===== src/rtl/lcd_pkg.sv =====
// Shared types and constants for the 2x16 character-LCD line sequencer.
package lcd_pkg;

  typedef enum logic [2:0] {
    ST_IDLE,
    ST_CLEAR,
    ST_LADDR,
    ST_DATA,
    ST_FIN
  } lcd_state_t;

  localparam logic       LCD_ADDR_INSTR = 1'b0;
  localparam logic       LCD_ADDR_DATA  = 1'b1;

  localparam logic [7:0] LCD_CMD_CLEAR  = 8'h01;
  localparam logic [7:0] LCD_CMD_LINE0  = 8'h80;
  localparam logic [7:0] LCD_CMD_LINE1  = 8'hC0;
  localparam logic [7:0] LCD_BLANK      = 8'h20;

  localparam int         LCD_COLS       = 16;

endpackage


===== src/rtl/lcd_line_buffer.sv =====
// Two-line character shadow buffer: one write port, one combinational read port.
module lcd_line_buffer
  import lcd_pkg::*;
#(
  parameter int         COLS       = LCD_COLS,
  parameter logic [7:0] BLANK_CHAR = LCD_BLANK
) (
  input  logic                     clk,
  input  logic                     reset_n,
  input  logic                     we,
  input  logic                     wr_line,
  input  logic [$clog2(COLS)-1:0]  wr_col,
  input  logic [7:0]               wr_char,
  input  logic                     rd_line,
  input  logic [$clog2(COLS)-1:0]  rd_col,
  output logic [7:0]               rd_char
);

  localparam int            CW     = $clog2(COLS);
  localparam logic [CW:0]   COLS_V = (CW+1)'(COLS);

  logic [7:0] mem [2][COLS];
  logic       wr_ok;
  logic       rd_ok;

  // Column indices past the last column are dropped on write and read as blank.
  assign wr_ok = ({1'b0, wr_col} < COLS_V);
  assign rd_ok = ({1'b0, rd_col} < COLS_V);

  always_ff @(posedge clk or negedge reset_n) begin
    if (!reset_n) begin
      for (int l = 0; l < 2; l++) begin
        for (int c = 0; c < COLS; c++) begin
          mem[l][c] <= BLANK_CHAR;
        end
      end
    end else if (we && wr_ok) begin
      mem[wr_line][wr_col] <= wr_char;
    end
  end

  assign rd_char = rd_ok ? mem[rd_line][rd_col] : BLANK_CHAR;

endmodule


===== src/rtl/lcd_line_sequencer.sv =====
// Avalon-MM master that replays a 2-line shadow buffer to a character LCD slave
// (address 0 = instruction, 1 = data), with optional display clear first.
module lcd_line_sequencer
  import lcd_pkg::*;
#(
  parameter int         COLS         = LCD_COLS,
  parameter logic [7:0] LINE0_ADDR   = LCD_CMD_LINE0,
  parameter logic [7:0] LINE1_ADDR   = LCD_CMD_LINE1,
  parameter logic [7:0] CLEAR_CMD    = LCD_CMD_CLEAR,
  parameter logic [7:0] BLANK_CHAR   = LCD_BLANK,
  parameter bit         AUTO_REFRESH = 1'b0
) (
  input  logic                     clk,
  input  logic                     reset_n,
  input  logic                     buf_we,
  input  logic                     buf_line,
  input  logic [$clog2(COLS)-1:0]  buf_col,
  input  logic [7:0]               buf_char,
  input  logic                     refresh_req,
  input  logic                     clear_req,
  output logic                     busy,
  output logic                     done,
  output logic                     address,
  output logic                     chipselect,
  output logic                     write,
  output logic [7:0]               writedata,
  input  logic                     waitrequest
);

  localparam int            CW       = $clog2(COLS);
  localparam logic [CW-1:0] LAST_COL = CW'(COLS - 1);
  localparam logic [CW:0]   COLS_V   = (CW+1)'(COLS);

  lcd_state_t      state;
  logic            line;
  logic [CW-1:0]   col;
  logic            pend_refresh;
  logic            pend_clear;
  logic            auto_hit;
  logic            rd_line;
  logic [CW-1:0]   rd_col;
  logic [7:0]      rd_char;

  lcd_line_buffer #(
    .COLS       (COLS),
    .BLANK_CHAR (BLANK_CHAR)
  ) u_buf (
    .clk     (clk),
    .reset_n (reset_n),
    .we      (buf_we),
    .wr_line (buf_line),
    .wr_col  (buf_col),
    .wr_char (buf_char),
    .rd_line (rd_line),
    .rd_col  (rd_col),
    .rd_char (rd_char)
  );

  assign auto_hit = AUTO_REFRESH && buf_we && ({1'b0, buf_col} < COLS_V);

  // Read port always points at the cell that will be driven after the next acceptance.
  always_comb begin
    rd_line = line;
    rd_col  = '0;
    if (state == ST_DATA) begin
      rd_col = col + 1'b1;
    end
  end

  assign busy = (state != ST_IDLE) | pend_refresh | pend_clear;

  always_ff @(posedge clk or negedge reset_n) begin
    if (!reset_n) begin
      state        <= ST_IDLE;
      line         <= 1'b0;
      col          <= '0;
      pend_refresh <= 1'b0;
      pend_clear   <= 1'b0;
      address      <= 1'b0;
      chipselect   <= 1'b0;
      write        <= 1'b0;
      writedata    <= '0;
      done         <= 1'b0;
    end else begin
      done <= 1'b0;

      if (state != ST_IDLE) begin
        if (refresh_req || auto_hit) pend_refresh <= 1'b1;
        if (clear_req)               pend_clear   <= 1'b1;
      end

      case (state)
        ST_IDLE: begin
          if (clear_req || pend_clear) begin
            // A clear sequence already carries a full refresh, so it absorbs any pending one.
            state        <= ST_CLEAR;
            pend_clear   <= 1'b0;
            pend_refresh <= 1'b0;
            chipselect   <= 1'b1;
            write        <= 1'b1;
            address      <= LCD_ADDR_INSTR;
            writedata    <= CLEAR_CMD;
          end else if (refresh_req || pend_refresh) begin
            state        <= ST_LADDR;
            line         <= 1'b0;
            pend_refresh <= 1'b0;
            chipselect   <= 1'b1;
            write        <= 1'b1;
            address      <= LCD_ADDR_INSTR;
            writedata    <= LINE0_ADDR;
          end else if (auto_hit) begin
            pend_refresh <= 1'b1;
          end
        end

        ST_CLEAR: begin
          if (!waitrequest) begin
            state     <= ST_LADDR;
            line      <= 1'b0;
            address   <= LCD_ADDR_INSTR;
            writedata <= LINE0_ADDR;
          end
        end

        ST_LADDR: begin
          if (!waitrequest) begin
            state     <= ST_DATA;
            col       <= '0;
            address   <= LCD_ADDR_DATA;
            writedata <= rd_char;
          end
        end

        ST_DATA: begin
          if (!waitrequest) begin
            if (col != LAST_COL) begin
              col       <= col + 1'b1;
              writedata <= rd_char;
            end else if (!line) begin
              state     <= ST_LADDR;
              line      <= 1'b1;
              address   <= LCD_ADDR_INSTR;
              writedata <= LINE1_ADDR;
            end else begin
              state      <= ST_FIN;
              chipselect <= 1'b0;
              write      <= 1'b0;
              address    <= LCD_ADDR_INSTR;
              writedata  <= '0;
              done       <= 1'b1;
            end
          end
        end

        ST_FIN: begin
          state <= ST_IDLE;
        end

        default: begin
          state <= ST_IDLE;
        end
      endcase
    end
  end

endmodule


===== config.mk =====
export PLATFORM = sky130hd
export DESIGN_NAME = lcd_line_sequencer
export DESIGN_NICKNAME = d
export VERILOG_FILES = /design/src/rtl/lcd_pkg.sv /design/src/rtl/lcd_line_buffer.sv /design/src/rtl/lcd_line_sequencer.sv
export SDC_FILE = /design/constraint.sdc
export NUM_CORES = 1
export LEC_CHECK = 0
export ABC_AREA = 1
export CAP_MARGIN = 5
export CORE_MARGIN = 10
export CORE_UTILIZATION = 45
export DETAILED_ROUTE_END_ITERATION = 8
export GPL_ROUTABILITY_DRIVEN = 0
export PLACE_DENSITY = 0.7
export SLEW_MARGIN = 25
export SYNTH_ARGS = -nofsm -noshare
export SYNTH_HDL_FRONTEND = slang
export SYNTH_SLANG_ARGS = --single-unit
export TNS_END_PERCENT = 1

===== constraint.sdc =====
create_clock -name clk -period 2.2 [get_ports clk]
set_input_delay 0.33 -clock clk [delete_from_list [all_inputs] [get_ports clk]]
set_output_delay 0.33 -clock clk [all_outputs]
set_load 0.05 [all_outputs]

==> results.txt <==
Final setup viols - 0
nature of the critical path startpoint - flip-flop
final worst path period need - 2.08 ns
Port Buffers - 31
sequential fraction of the synthesis area - 0.539
worst skew pair latency - 0.56 ns
first-pass iteration count of the detailed router - 7
ys async rst share - 1.00
Fillers - 2,739
layout cell share with drive strength beyond 1 - 0.0957
CTS tree - yes
DRC - 0
Post-synth EDFFs - 0
CTS sink cnt - 277
post-synthesis net count - 1,666
Rel. slew slack - 0.656
vias in the first global route - 10.6k
worst hold-check path type - input port to async pin
Post-Route Utilization - 0.519
RSZ-0062 raised after global routing - false
WHS - 0.276 ns
antenna-violating nets left - 0
Yosys Warn Count - 0
initial antenna violation count - 1
syn_area_per_cell - 7.86 sq um
Max Slew Vio Count - 0
GRT overflow - 0
Via density - 5.45
synth top area cells - dfrtp_1 47%, nand2_1 14%, o21ai_0 12%, nor2_1 7.9%, dfstp_2 6.5%
clock tree buffer depth - 3
Post-Synthesis Cell Area - 12,900 sq um
worst reg2reg setup slack - 0.12 ns
total CTS buffers - 30
VDD IR max - 0.000621 V
Worst Skew - 0.00773 ns
DR WL/cell - 17.6 microns
num rows - 62
CTS root buf - clkbuf_16
synthesis-to-layout area growth - 14.6%
most frequent cell after synthesis - nand2_1
first-pass GRT wire length - 58.5 mm
most instantiated cells after synthesis - 475 x nand2_1, 320 x o21ai_0, 273 x nor2_1
H-Tree Depth - 1
max_cap viols - 0
pin count of the biggest net entering global routing - 78
status - finished, final reports clean
Core Footprint - 28,500 sq um
distinct cell type count after synthesis - 29
nets@finish - 1,668
total power per unit cell area - 1200 nW/um^2
Main synth FF type - dfrtp_1
DR iter-0 viols - 1,251
Fmax achieved - 480 MHz
critical path fanouts, max - 33
Synth top area share - 0.474
WL final - 36.2 mm
via count - 11.2k
CP Class - flip-flop to flip-flop
total track usage - 0.199
Worst-Margin Slew - 0.511 ns
Initial Util - 0.453
Die Y - 190 microns
DP HPWL - 22.1 mm
largest area contributor in the synthesized netlist - dfrtp_1
final hold violations - 0
Reg clk slew, reported paths - 0.06 ns
crit path DAT - 2.57 ns
Crit. End Element - flip-flop
Synth Register Bits - 277
die footprint - 35,900 sq um
cells after synthesis - 1,646
I/O pin cnt - 32
leakage - 6.92 nW
Worst EP required - 2.69 ns
chip width - 190 microns
Tcrit/Tclk final - 0.947
[final cells by class]
| cell class | instances | area, sq um | share of cell area |
|---|---|---|---|
| repair buffers | 78 | 847 | 0.0571 |
| diodes | 1 | 2.50 | 0.000169 |
| clock buffers | 48 | 900 | 0.0607 |
| inverters | 37 | 149 | 0.0100 |
| flip-flops and latches | 277 | 6980 | 0.471 |
| multi-input cells | 1224 | 5350 | 0.361 |
| well taps | 384 | 480 | 0.0324 |
| clock inverters | 8 | 119 | 0.00802 |
[registers in the layout, summed over array words and instances (netlist names)]
name,cells
address,1
col,4
done,1
line,1
pend_clear,1
pend_refresh,1
state,3
u_buf.mem,256
write,1
writedata,8
[where the power goes]
part	internal [W]	switching, W
clock	0.00314	0.00204
combinational	0.00199	0.00380
sequential	0.00620	0.000599
[worst max-delay path, stage by stage (launching register included)]
cell      delay [ns]
dfrtp_4         0.54
inv_6           0.18
buf_12          0.22
nor2_1          0.08
o21ai_0         0.20
nand2_1         0.09
nand2_1         0.06
nand3_1         0.18
o211ai_1        0.16
nand3_1         0.19
nand2_1         0.10
[what timing repair did]
item / CTS / global route
endpoints found under the hold margin: 40 / 0
endpoints found under the setup margin: 0 / 6
buffers inserted: 0 / 1
hold buffers: 1 / 0
resized for setup: 0 / 6
[through the flow]
stage	total power (W)	cells	setup TNS, ns	setup slack, ns	instance area, sq um
after floorplan	0.0106	1646	0	0.501	12900
final	0.0178	2057	0	0.117	14800
after global routing	0.0188	2056	0	0.0342	14800
after CTS	0.0177	2054	0	0.0361	14800
after detailed placement	0.0124	1997	-0.0975	-0.0406	13800
after global placement	0.0123	1997	0	0.0113	13800
[per-layer routing]
metal | up-vias | GRT usage | wire, microns
met5 | - | 0 | 0
met3 | 68 | 0.0328 | 2970
met1 | 5348 | 0.285 | 16200
met2 | 465 | 0.305 | 16000
li1 | 5330 | - | -
met4 | 0 | 0.0543 | 931
[placed cells by master, fill, tap and decap left out, types with 3 or more instances in the layout]
master and instances:
or2_2 19, dfstp_2 32, dfrtp_1 243, bufinv_16 3, a21oi_1 11, o21ai_0 320, clkbuf_16 32, inv_1 33
nand3_1 76, nor2_1 272, clkbuf_1 11, clkbuf_8 6, o211ai_1 25, o21ai_1 11, clkinv_2 4, clkdlybuf4s50_1 29
buf_12 12, buf_4 32, nand2_1 475
[path summary, 6_finish.rpt]
path,cells past startpoint,endpoint,from
max,10,writedata[5],line
min,2,u_buf.mem[30],reset_n
max reg2reg,10,writedata[5],line
min reg2reg,2,writedata[2],writedata[2]
max in group asynchronous,3,u_buf.mem[45],reset_n
min in group clk,2,writedata[2],writedata[2]
[kinds of logic after synthesis]
logic type,Yosys count,share of synthesized area
AND/OR/NAND/NOR,855,0.265
AO/OA/AOI/OAI,368,0.147
buffers and inverters,145,0.0478
adder cells (fa/ha/maj),1,0.000967
flip-flops,277,0.539
No activity file was read; power rests on OpenSTA's default activity.
